## src/rtl/trng_health_packer.sv

```systemverilog
// Continuous RCT/APT health testing of the trng bit stream with start-up/run/alarm
// gating, and LSB-first packing of healthy bits into valid/ready output words.
module trng_health_packer #(
   parameter int unsigned WORD_W       = 32,
   parameter int unsigned RCT_CUTOFF   = 21,
   parameter int unsigned APT_WINDOW   = 1024,
   parameter int unsigned APT_CUTOFF   = 589,
   parameter int unsigned STARTUP_BITS = 1024
) (
   input  logic              clk,
   input  logic              reset,
   input  logic              in_valid,
   input  logic              in_bit,
   input  logic              clear_alarm,
   output logic [WORD_W-1:0] out_word,
   output logic              out_valid,
   input  logic              out_ready,
   output logic              rct_fail,
   output logic              apt_fail,
   output logic              alarm,
   output logic              overflow,
   output logic [1:0]        state
);

   localparam int unsigned RUN_W = $clog2(RCT_CUTOFF + 1);
   localparam int unsigned APT_W = $clog2(APT_WINDOW + 1);
   localparam int unsigned SU_W  = $clog2(STARTUP_BITS + 1);
   localparam int unsigned IDX_W = $clog2(WORD_W);

   typedef enum logic [1:0] {
      ST_STARTUP = 2'd0,
      ST_RUN     = 2'd1,
      ST_ALARM   = 2'd2
   } state_t;

   state_t cur_st, nxt_st;

   logic              last_valid, last_bit;
   logic [RUN_W-1:0]  run_cnt;
   logic              apt_ref;
   logic [APT_W-1:0]  apt_cnt, apt_match;
   logic [SU_W-1:0]   su_cnt;
   logic [IDX_W-1:0]  bit_idx;
   logic [WORD_W-1:0] pack_buf;

   logic              accept, rct_same, rct_hit, apt_new, apt_hit, fail;
   logic              su_done, clr, pack_en, word_done;
   logic [WORD_W-1:0] full_word;

   always_comb begin
      accept    = in_valid && (cur_st != ST_ALARM);
      rct_same  = last_valid && (in_bit == last_bit);
      rct_hit   = accept && rct_same && (run_cnt == RUN_W'(RCT_CUTOFF - 1));
      // an empty counter or a finished window both mean this bit becomes the reference
      apt_new   = (apt_cnt == '0) || (apt_cnt == APT_W'(APT_WINDOW));
      apt_hit   = accept && !apt_new && (in_bit == apt_ref) &&
                  (apt_match == APT_W'(APT_CUTOFF - 1));
      fail      = rct_hit || apt_hit;
      su_done   = accept && (cur_st == ST_STARTUP) && (su_cnt == SU_W'(STARTUP_BITS - 1));
      clr       = (cur_st == ST_ALARM) && clear_alarm;
      pack_en   = accept && (cur_st == ST_RUN) && !fail;
      word_done = pack_en && (bit_idx == IDX_W'(WORD_W - 1));
      full_word = pack_buf;
      full_word[bit_idx] = in_bit;
   end

   always_ff @(posedge clk or posedge reset) begin
      if (reset) cur_st <= ST_STARTUP;
      else       cur_st <= nxt_st;
   end

   always_comb begin
      nxt_st = cur_st;
      case (cur_st)
         ST_STARTUP: if (fail) nxt_st = ST_ALARM;
                     else if (su_done) nxt_st = ST_RUN;
         ST_RUN:     if (fail) nxt_st = ST_ALARM;
         ST_ALARM:   if (clear_alarm) nxt_st = ST_STARTUP;
         default:    nxt_st = ST_STARTUP;
      endcase
   end

   always_comb begin
      alarm = (cur_st == ST_ALARM);
      state = cur_st;
   end

   always_ff @(posedge clk or posedge reset) begin
      if (reset) begin
         last_valid <= 1'b0;
         last_bit   <= 1'b0;
         run_cnt    <= '0;
         apt_ref    <= 1'b0;
         apt_cnt    <= '0;
         apt_match  <= '0;
         su_cnt     <= '0;
         bit_idx    <= '0;
         pack_buf   <= '0;
         out_word   <= '0;
         out_valid  <= 1'b0;
         overflow   <= 1'b0;
         rct_fail   <= 1'b0;
         apt_fail   <= 1'b0;
      end else begin
         rct_fail <= rct_hit;
         apt_fail <= apt_hit;
         if (out_valid && out_ready) out_valid <= 1'b0;
         if (clr) begin
            last_valid <= 1'b0;
            run_cnt    <= '0;
            apt_cnt    <= '0;
            apt_match  <= '0;
            su_cnt     <= '0;
            bit_idx    <= '0;
            pack_buf   <= '0;
            overflow   <= 1'b0;
         end else if (accept) begin
            if (rct_same) begin
               if (run_cnt != RUN_W'(RCT_CUTOFF)) run_cnt <= run_cnt + RUN_W'(1);
            end else begin
               run_cnt    <= RUN_W'(1);
               last_bit   <= in_bit;
               last_valid <= 1'b1;
            end
            if (apt_new) begin
               apt_ref   <= in_bit;
               apt_cnt   <= APT_W'(1);
               apt_match <= APT_W'(1);
            end else begin
               apt_cnt <= apt_cnt + APT_W'(1);
               if (in_bit == apt_ref) apt_match <= apt_match + APT_W'(1);
            end
            if (cur_st == ST_STARTUP) su_cnt <= su_cnt + SU_W'(1);
            // the failing bit is never packed, and any pending word is now suspect
            if (fail) begin
               bit_idx   <= '0;
               out_valid <= 1'b0;
            end else if (pack_en) begin
               pack_buf <= full_word;
               if (word_done) begin
                  bit_idx <= '0;
                  if (!out_valid || out_ready) begin
                     out_word  <= full_word;
                     out_valid <= 1'b1;
                  end else begin
                     overflow <= 1'b1;
                  end
               end else begin
                  bit_idx <= bit_idx + IDX_W'(1);
               end
            end
         end
      end
   end

endmodule

```

## config.mk

```make
export PLATFORM = sky130hd
export DESIGN_NAME = trng_health_packer
export DESIGN_NICKNAME = d
export VERILOG_FILES = /design/src/rtl/trng_health_packer.sv
export SDC_FILE = /design/constraint.sdc
export NUM_CORES = 1
export LEC_CHECK = 0
export ABC_AREA = 1
export BUFFER_PORTS_ARGS = -buffer_cell sky130_fd_sc_hd__buf_2
export CAP_MARGIN = 20
export CORE_MARGIN = 2
export CORE_UTILIZATION = 54
export DETAILED_ROUTE_END_ITERATION = 6
export GPL_TIMING_DRIVEN = 0
export PLACE_DENSITY = 0.87
export SLEW_MARGIN = 25
export SYNTH_ARGS = -nofsm -noshare
export SYNTH_HDL_FRONTEND = slang
export SYNTH_SLANG_ARGS = --single-unit
```

## constraint.sdc

```tcl
create_clock -name clk -period 4.5 [get_ports clk]
set_clock_uncertainty 0.05 [all_clocks]
set_input_delay 1.125 -clock clk [delete_from_list [all_inputs] [get_ports clk]]
set_output_delay 1.125 -clock clk [all_outputs]
set_load 0.03 [all_outputs]
```

### After elaboration in Yosys (flattened, before gate mapping)

Cells that the tools add are included.

* add/sub/neg operators: 5
* mux-type cells: 47
* equal/unequal tests: 18
* $lt $le $gt $ge: 2
* bitwise operators: 3
* reductions and logical operators: 40

Operators with widths (count)
* $mux 32: 4
* $mux 11: 10
* $mux 5: 9
* $add 11x1->11 const B: 3
* $bwmux 32: 1
* $eq 11x10->1 const B: 2
* $mux 1: 17
* $logic_and 1x1->1: 15
* $reduce_and 3->1: 4
* $eq 11x11->1 const B: 1
* $logic_not 11->1: 1
* $add 5x1->5 const B: 2
* $eq 5x5->1 const B: 2
* $reduce_and 2->1: 5
* $mux 2: 4
* $ne 2x2->1 const B: 4
* $reduce_bool 2->1: 4
* $lt 5x6->1 const B: 1
* $pmux 2 s3: 1
* $reduce_and 6->1: 1
* $reduce_bool 3->1: 2
* $demux 1 s5: 1
* $ge 5x1->1 const B: 1
* $ne 5x5->1 const B: 1
* other kinds (11): 19

* bits of input ports: 6
* register bits after elaboration: 116
* output and inout bits: 39
* word-level logic and storage cells: 130

### Logic depth before layout (Yosys ltp)

* depth in word-level cells: 15
* depth in mapped cells: 14
* depth with buffers taken out: 12

### Least setup slack after synthesis

OpenSTA, ideal clock, no wires.

* path kind: input port to flip-flop
* start: input in_bit
* end: register pack_buf[17]
* setup time: 0.130 ns
* cell stages on the path: 10
* data required time: 4.320 ns
* path buffers: 4
* arrival: 2.251 ns
* setup slack: 2.069 ns
* cells stage by stage: buf_6 > inv_2 > buf_6 > nor2_2 > nor2_2 > nand3_2 > nand3_4 > buf_4 > buf_4 > o22ai_1

* longest elaborated chain between the ends: 9
* elaborated cells between the ends (all ways): 18
* those cells by class: eq/ne (3); mux (5); reduce/logical (10)

RTL lines
* from (decl): line 13 `input logic in_bit,`
* $eq 1x1->1: line 52 `rct_same = last_valid && (in_bit == last_bit);`
* $logic_and 1x1->1: line 52
* $logic_and 1x1->1 (2 in a row): line 53 `rct_hit = accept && rct_same && (run_cnt == RUN_W'(RCT_CUTOFF - 1));`
* $logic_or 1x1->1: line 58 `fail = rct_hit || apt_hit;`
* $logic_not 1->1: line 61 `pack_en = accept && (cur_st == ST_RUN) && !fail;`
* $logic_and 1x1->1: line 61
* $reduce_bool 2->1 (no line)
* $reduce_and 3->1 (no line)
* to (signal assigned): line 139 `pack_buf <= full_word;`
* to (decl): line 44 `logic [WORD_W-1:0] pack_buf;`

Several ways; a longest one is shown, not always the timed one. The select of a mux whose other input is x is not followed.
A chain may end at the register's enable or synchronous reset.

### Final worst setup path

* start: register cur_st[0] (netlist: state[0])
* end: output alarm

* longest elaborated chain between the ends: 1

RTL lines
* from (decl): line 36 `state_t cur_st, nxt_st;`
* from (signal assigned): line 69 `else cur_st <= nxt_st;`
* $eq 2x2->1: line 84 `alarm = (cur_st == ST_ALARM);`
* to (decl): line 20 `output logic alarm,`

No other way between the ends.

==> out/qor.yml <==
outcome: "finished clean"
synth_edf_count: 0
grt_pass1_vias: 5118
floorplan.rows: 38
rr_startpoint: "bit_idx[1]$_DFFE_PP0P_"
fmax_mhz: 401
async_reset_ff_share_pct: 100
layout_common_cells: "nand2_1 (253), dfrtp_1 (116), inv_1 (87)"
maxSlewHeadroom_pct: 59.1
cts_tree: "built"
finalSetupViolations: 0
crit_fanout: 4
pin_count: 45
synth_top_area_share_pct: 48.5
period_share_pct: 55.4
vdd_ir_drop_max_uv: 437
netlist_area_um2: 5980
antennaDiodeCount: 0
power.leakage_nw: 3.77
worst_pin_slew_ps: 609
cap_violations: 0
worstPathRequired_ps: 3320
vias_per_cell: 5.31
start_util_pct: 55.2
hold_violations: 0
yosysTopAreaCell: "dfrtp_1"
hpwl_mm: 9.15
cts.repair.resized: 0
critPathCaptureType: "output port"
die_h_um: 109
clock-sinks: 116
synth_seq_cells: 116
syn_nets: 787
routed_wl_mm: 13.7
syn_to_final_growth_pct: 17.2
yosysUniqueCellTypes: 38
clk_pin_slew_ps: 60
drt_iter0_drc: 397
clock_latency_ps: 520
maxSlewViolCount: 0
wl_per_cell_um: 13.9
r2r_slack_ps: 2030
hold_class: "flop to flop"
drive_gt1_share_pct: 14.0
grt.overflow.total: 0
cts_made_buffers: 17
period_minus_slack_ps: 2490
cts_hold_buf: 0
rsz0062_at_grt: "no"
power_mw: 3.36
clockRootBuffer: "clkbuf_8"
worst_setup_path_start_kind: "flop"
arrival_ps: 1320
yosys-top-cells-area: "dfrtp_1 (49%), nand2_1 (16%), inv_1 (5.5%)"
ant_nets: 0
gp_congestion: 0.876
avgSynthCellArea_um2: 7.79
coreArea_um2: 10800
pre_cts_slack_ps: 1790
grtUsageTotal_pct: 25.1
cts_max_level: 4
worstSetupPathType: "flop to output port"
dieArea_um2: 11900
cts_setup_buffers: 0
hold_start: "out_word[24]$_DFFE_PP0P_"
cts_buffer_depth: 2
final_common_cell: "nand2_1"
p_per_area_nw_per_um2: 479
worstSetupStartpoint: "state[0]$_DFFE_PP0P_"
seq_area_frac_synth_pct: 48.5
drc: 0
synth_flop_cell: "dfrtp_1"
syn-instance-count: 768
yosys_warnings: 0
fin_nets: 850
vias: 5221
antenna_found_initial: 0
numPortBuffers: 43
grt_max_degree: 60
fin_ws_ps: 2010
final.setup.tns_ps: 0
first_pass_iters: 6
die_w_um: 109
grt_pass1_wl_mm: 23.3
==> cells by family (layout without fill, tap and decap cells) <==
family | Yosys count | after routing | share of synthesized area (%)
AND/OR/NAND/NOR | 392 | 392 | 28.0
XOR/XNOR | 9 | 9 | 1.32
AO/OA/AOI/OAI | 117 | 117 | 10.5
multiplexers | 1 | 1 | 0.167
flip-flops | 116 | 116 | 48.5
adder cells (fa/ha/maj) | 13 | 13 | 2.72
buffers and inverters | 120 | 196 | 8.72
==> synth_stat cells (2+ instances only) <==
cell type  instances
o21ai_0           61
nor2_1            57
xor2_1             8
buf_6              6
buf_2              5
inv_2              5
nor3_1             7
nand2_2            4
nand4_1           18
o22ai_1           15
nor4_1             2
ha_1              13
inv_1             88
or2_2              2
nor2_2             5
dfrtp_1          116
buf_4              4
nand3_4            3
nand2_1          253
a31oi_1            9
a21oi_1           26
clkbuf_1           9
o31ai_1            3
nand3_1           35
==> routing by layer <==
metal | part of all wire (%) | up-vias | global-route usage, %
met5 | 0 | - | 0
met4 | 2.1 | 0 | 8.50
met3 | 5.1 | 24 | 6.99
met2 | 49 | 151 | 42.8
met1 | 44 | 2457 | 30.8
li1 | - | 2589 | -
==> layout make-up <==
type	instances	area, um^2
fill	921	3820
sequential	116	2900
multi-input combinational	532	2560
clock buffer	20	455
inverter	94	359
timing repair buffer	44	243
tap	140	175
buffer	26	168
clock inverter	12	153
==> worst max-delay path: stages, from the launching register on <==
cell and delay [ps]:
dfrtp_1 410, inv_2 80, nand2_2 70, inv_1 60, buf_2 180
==> stage by stage <==
stage,std cells,cell area (um^2),hold slack (ps),util [%]
floorplan,768,5980,384,-
global placement,951,6370,399,58.8
CTS,984,7020,418,64.7
detailed placement,952,6410,403,59.1
global route,984,7020,439,64.7
finish,984,7020,414,64.7
==> registers in the layout, summed over array words and instances (netlist names) <==
register    cells
apt_ref         1
rct_fail        1
apt_fail        1
overflow        1
state           2
bit_idx         5
last_bit        1
run_cnt         5
su_cnt         11
last_valid      1
pack_buf       32
apt_match      11
out_valid       1
apt_cnt        11
out_word       32
==> worst paths after layout <==
| check | end | cells after the start |
|---|---|---|
| max | alarm | 4 |
| min | out_word[24]$_DFFE_PP0P_ | 2 |
| max reg2reg | out_word[20]$_DFFE_PP0P_ | 10 |
| min reg2reg | out_word[24]$_DFFE_PP0P_ | 2 |
| max in group asynchronous | out_word[10]$_DFFE_PP0P_ | 3 |
| min in group asynchronous | out_word[28]$_DFFE_PP0P_ | 2 |
==> where the power goes <==
| group | switching [mW] | internal (mW) |
|---|---|---|
| registers | 0.135 | 1.23 |
| logic | 0.406 | 0.224 |
| clock network | 0.483 | 0.886 |
| total | 1.02 | 2.34 |
No activity file was read; power rests on OpenSTA's default activity.
